==> config.mk <==
export PLATFORM = sky130hd
export DESIGN_NAME = pwm_gen
export DESIGN_NICKNAME = d
export VERILOG_FILES = /design/src/rtl/pwm_gen_pkg.sv /design/src/rtl/pwm_deadtime.sv /design/src/rtl/pwm_gen.sv
export SDC_FILE = /design/constraint.sdc
export NUM_CORES = 1
export LEC_CHECK = 0
export BUFFER_PORTS_ARGS = -buffer_cell sky130_fd_sc_hd__buf_2
export CAP_MARGIN = 15
export CORE_ASPECT_RATIO = 1.75
export CORE_MARGIN = 5
export CORE_UTILIZATION = 55
export CTS_CLUSTER_DIAMETER = 60
export CTS_CLUSTER_SIZE = 10
export DETAILED_ROUTE_END_ITERATION = 6
export HOLD_SLACK_MARGIN = 0.15
export PLACE_DENSITY = 0.82
export SLEW_MARGIN = 10
export SYNTH_ARGS = -nofsm -noshare
export SYNTH_HDL_FRONTEND = slang
export SYNTH_SLANG_ARGS = --single-unit
==> constraint.sdc <==
create_clock -name clk_i -period 6.1 [get_ports clk_i]
set_input_delay 0.61 -clock clk_i [delete_from_list [all_inputs] [get_ports clk_i]]
set_output_delay 0.61 -clock clk_i [all_outputs]
set_load 0.02 [all_outputs]
==> src/rtl/pwm_gen_pkg.sv <==
// Shared definitions for the PWM generator: FSM state encoding and default width.
package pwm_gen_pkg;

  localparam int W_DEF = 8;

  typedef enum logic [1:0] {
    ST_IDLE = 2'd0,
    ST_ARM  = 2'd1,
    ST_RUN  = 2'd2
  } state_e;

endpackage

==> src/rtl/pwm_deadtime.sv <==
// Dead-time inserter: each output rises DEAD cycles after the raw level settles
// on its side and drops as soon as the raw level leaves it.
module pwm_deadtime #(
  parameter int DEAD = 2
) (
  input  logic clk_i,
  input  logic rst_ni,
  input  logic raw_i,
  input  logic en_i,
  output logic pwm_o,
  output logic pwm_n_o
);

  localparam int CW = $clog2(DEAD + 1);
  localparam logic [CW-1:0] LOAD = CW'(DEAD - 1);

  logic          lvl_q;
  logic [CW-1:0] cnt_q;
  logic          settled;

  // Any raw edge (or disable) restarts the dead-time window.
  always_ff @(posedge clk_i or negedge rst_ni) begin
    if (!rst_ni) begin
      lvl_q <= 1'b0;
      cnt_q <= LOAD;
    end else if (!en_i || (raw_i != lvl_q)) begin
      lvl_q <= raw_i;
      cnt_q <= LOAD;
    end else if (cnt_q != '0) begin
      cnt_q <= cnt_q - 1'b1;
    end
  end

  assign settled = en_i && (raw_i == lvl_q) && (cnt_q == '0);
  assign pwm_o   = settled && raw_i;
  assign pwm_n_o = settled && !raw_i;

endmodule

==> src/rtl/pwm_gen.sv <==
// PWM generator driven by an external free-running count; duty updates land on
// period wraps only. Optional dead-time insertion under PWM_DEADTIME_EN.
//
// state | meaning
// IDLE  | outputs low, waiting for en
// ARM   | enabled, waiting for the first wrap to start a clean period
// RUN   | pwm = cnt < duty_act
module pwm_gen
  import pwm_gen_pkg::*;
#(
  parameter int W = W_DEF,
`ifdef PWM_DEADTIME_EN
  parameter int DEAD = 2,
`endif
  parameter logic [W-1:0] DUTY_RST = '0
) (
  input  logic         clk_i,
  input  logic         rst_ni,
  input  logic [W-1:0] cnt_in_i,
  input  logic         en_i,
  input  logic [W-1:0] duty_in_i,
  input  logic         duty_valid_i,
  output logic         duty_ready_o,
  output logic         pwm_o,
  output logic         pwm_n_o,
  output logic         wrap_pulse_o,
  output logic         running_o
);

  state_e       state_q, state_d;
  logic [W-1:0] cnt_prev_q;
  logic [W-1:0] duty_act_q, duty_act_d;
  logic [W-1:0] duty_pend_q, duty_pend_d;
  logic         pend_vld_q, pend_vld_d;
  logic         wrap_q;
  logic         pwm_q, pwm_d;
  logic         wrap, xfer, apply;

  // A backwards step (including an upstream counter reset) is a period boundary.
  assign wrap  = cnt_in_i < cnt_prev_q;
  assign xfer  = duty_valid_i && !pend_vld_q;
  assign apply = wrap && pend_vld_q && (state_q != ST_IDLE);

  always_comb begin
    state_d = state_q;
    unique case (state_q)
      ST_IDLE: if (en_i) state_d = ST_ARM;
      ST_ARM: begin
        if (!en_i)     state_d = ST_IDLE;
        else if (wrap) state_d = ST_RUN;
      end
      ST_RUN:  if (!en_i) state_d = ST_IDLE;
      default: state_d = ST_IDLE;
    endcase
  end

  // apply and xfer are mutually exclusive: a transfer needs an empty pending slot.
  always_comb begin
    duty_act_d  = duty_act_q;
    duty_pend_d = duty_pend_q;
    pend_vld_d  = pend_vld_q;
    if (apply) begin
      duty_act_d = duty_pend_q;
      pend_vld_d = 1'b0;
    end else if (xfer) begin
      duty_pend_d = duty_in_i;
      pend_vld_d  = 1'b1;
    end
    pwm_d = (state_d == ST_RUN) && (cnt_in_i < duty_act_d);
  end

  always_ff @(posedge clk_i or negedge rst_ni) begin
    if (!rst_ni) begin
      state_q     <= ST_IDLE;
      cnt_prev_q  <= '0;
      duty_act_q  <= DUTY_RST;
      duty_pend_q <= '0;
      pend_vld_q  <= 1'b0;
      wrap_q      <= 1'b0;
      pwm_q       <= 1'b0;
    end else begin
      state_q     <= state_d;
      cnt_prev_q  <= cnt_in_i;
      duty_act_q  <= duty_act_d;
      duty_pend_q <= duty_pend_d;
      pend_vld_q  <= pend_vld_d;
      wrap_q      <= wrap;
      pwm_q       <= pwm_d;
    end
  end

  assign duty_ready_o = !pend_vld_q;
  assign wrap_pulse_o = wrap_q;
  assign running_o    = (state_q == ST_RUN);

`ifdef PWM_DEADTIME_EN
  pwm_deadtime #(
    .DEAD(DEAD)
  ) u_deadtime (
    .clk_i  (clk_i),
    .rst_ni (rst_ni),
    .raw_i  (pwm_q),
    .en_i   (running_o),
    .pwm_o  (pwm_o),
    .pwm_n_o(pwm_n_o)
  );
`else
  assign pwm_o   = pwm_q;
  assign pwm_n_o = running_o && !pwm_q;
`endif

endmodule
==> qor.txt <==
Top post-synthesis cells by area -> dfrtp_1, ha_1, mux2_2
Yosys top cell area share -> 0.535
Clock transition at path regs -> 0.06 ns
Resized cells post-CTS -> 0
Worst-Margin Slew -> 0.690 ns
Post-synth top cells -> dfrtp_1, inv_1, ha_1
Overall power -> 611 µW
Root Driver -> clkbuf_8
Io pins -> 25
Yosys reg bits -> 29
Status -> finished clean
R2R Path End -> pwm_o
Max-Cap Viols -> 0
Fin. Hold Viols -> 0
Critical Path AT -> 3.76 ns
Pwr dens -> 387 mW/mm²
Hold-fix buffers, CTS -> 0
Final net count -> 176
Mapped Avg Cell Area -> 12.0 µm²
Core footprint -> 0.00243 mm²
Final-report max-slew violation count -> 0
Initial DRC count -> 17
DR vias -> 925
Initial Util -> 0.558
Synthesized Nets -> 147
Hold Path Class -> in2async
Syn-to-layout area delta -> 16.2%
Area leader, netlist -> dfrtp_1
Antenna violations before repair -> 0
Insertion delay to the later sink of the worst-skew pair -> 0.28 ns
Worst reg2reg path depth -> 15
Final Cell Area -> 0.00158 mm²
Die X -> 47.6 µm
Fin Hold WS -> 0.344 ns
Seq/Total Area, Yosys -> 0.535
Clock buffer depth -> 2
CTS tree -> built
Rel. slew slack -> 0.539
Vias in the first global route -> 956
Drt wl/cell -> 14.2 µm
Synth Cell Area -> 0.00136 mm²
Footprint of the multi-input gates -> 549 µm²
Ant diodes -> 0
Synth Instances -> 113
F_max -> 282 MHz
Critical Path Sink Type -> flip-flop
First-pass GRT wire length -> 4030 µm
DRT Wirelength -> 2410 µm
RePlAce Congestion -> 0.833
Worst VDD drop -> 0.000232 V
Most common flop cell mapped by yosys -> dfrtp_1
Synth warn -> 0
Area post-placement -> 0.00150 mm²
CP Max Fanout -> 9
R2R Path Start -> cnt_prev_q[2]
R2R Setup Slk -> 2.66 ns
All-Layer GR Usage -> 0.163
Via density -> 5.47
Setup violators final -> 0
Die area -> 0.00360 mm²
Setup TNS -> 0 ns
Crit Path Category -> in2reg
Largest net degree at the start of global routing -> 30
Clock Sink Count -> 29
Die Y -> 75.7 µm
Lkg Pwr -> 0.846 nW
Pre-antenna DRT Iters -> 4
Num CTS Buffers -> 5
H-tree levels -> 2
Number of synthesized flops with an enable pin -> 0
DP Wirelength -> 1960 µm
Fillers -> 187
Share of layout cells above drive strength 1 -> 0.301
Seq. cell area -> 726 µm²
Worst Setup Start Kind -> input pin
Post-route antenna net violation count -> 0
GRT overflow -> 0
Port buffer count -> 24
Count leader, synth -> dfrtp_1
Worst Skew -> 0.00771 ns
Distinct cell type count after synthesis -> 26
Post-CTS Setup Bufs -> 0
Drt drc -> 0
Period utilisation layout -> 0.581
Final core occ -> 0.649
Worst path required time -> 6.32 ns
Unrepaired setup endpoints after global routing -> no
Synth async-reset ratio -> 1.00
Num rows -> 24
Period minus WS final -> 3.55 ns
cell families after synthesis:
| group | count (synthesis) | synth area share |
|---|---|---|
| flops | 29 | 0.535 |
| compound gates | 15 | 0.0710 |
| fa+ha+maj | 14 | 0.129 |
| mux | 16 | 0.132 |
| buf+inv | 20 | 0.0608 |
| simple gates | 19 | 0.0728 |
worst max-delay path, stage by stage:
cell and delay, ns:
buf_2 0.12, ha_1 0.28, or3_1 0.34, a21oi_1 0.13, a211oi_1 0.08, or3_1 0.56, mux2_2 0.35, inv_1 0.06
ha_1 0.23, a21o_1 0.16, a21oi_1 0.12, o21ai_0 0.09, a221oi_1 0.27, and4_1 0.23, o31a_1 0.13
worst max path at each step:
stage	from	to	slack, ns	depth (start not counted)
after floorplan	cnt_in_i[2]	pwm_o	2.66	15
after global placement	cnt_in_i[2]	pwm_o	2.33	15
after detailed placement	cnt_in_i[2]	pwm_o	2.24	15
after CTS	cnt_in_i[2]	pwm_o	2.53	15
after global routing	cnt_in_i[2]	pwm_o	2.32	15
final	cnt_in_i[2]	pwm_o	2.55	15
flip-flops by register name, indices dropped and copies added (netlist names):
register and count:
cnt_prev_q 8, duty_act_q 8, duty_pend_q 8, pend_vld_q 1
pwm_o 1, state_q 2, wrap_pulse_o 1
report_power, final:
part / total, mW / leakage [nW] / switching [mW] / internal (mW)
clock: 0.144 / 0.0450 / 0.0655 / 0.0786
combinational: 0.187 / 0.458 / 0.0931 / 0.0942
sequential: 0.279 / 0.343 / 0.0247 / 0.255
total: 0.611 / 0.846 / 0.183 / 0.427
through the flow:
| step | instances | setup WS (ns) |
|---|---|---|
| 2_1_floorplan | 113 | 2.66 |
| 3_3_place_gp | 161 | 2.33 |
| 3_5_place_dp | 161 | 2.24 |
| 4_1_cts | 169 | 2.53 |
| 5_1_grt | 169 | 2.32 |
| 6_report | 169 | 2.55 |
layout make-up:
cell class | count | share of cell area
clock buffers | 6 | 0.0460
clock inverters | 2 | 0.00634
inverters | 18 | 0.0428
multi-input cells | 64 | 0.348
flip-flops and latches | 29 | 0.460
well taps | 26 | 0.0206
repair buffers | 24 | 0.0761
routing by layer:
metal | global-route usage | wire length (µm) | up-vias
met5 | 0 | 0 | -
met3 | 0.0520 | 126 | 10
met1 | 0.172 | 858 | 446
met2 | 0.261 | 1310 | 23
li1 | - | - | 446
met4 | 0.117 | 110 | 0
layout by cell type, fill, tap and decap left out, types with 2 or more instances in the layout:
| master | count |
|---|---|
| a21oi_1 | 5 |
| buf_2 | 24 |
| clkbuf_8 | 5 |
| clkinv_2 | 2 |
| dfrtp_1 | 29 |
| ha_1 | 14 |
| inv_1 | 18 |
| mux2_2 | 11 |
| mux2i_1 | 4 |
| nand2_1 | 3 |
| nand3_1 | 4 |
| nor2_1 | 4 |
| o21a_1 | 2 |
| o21ai_0 | 3 |
| or3_1 | 2 |
(Power assumes the default switching activity.)
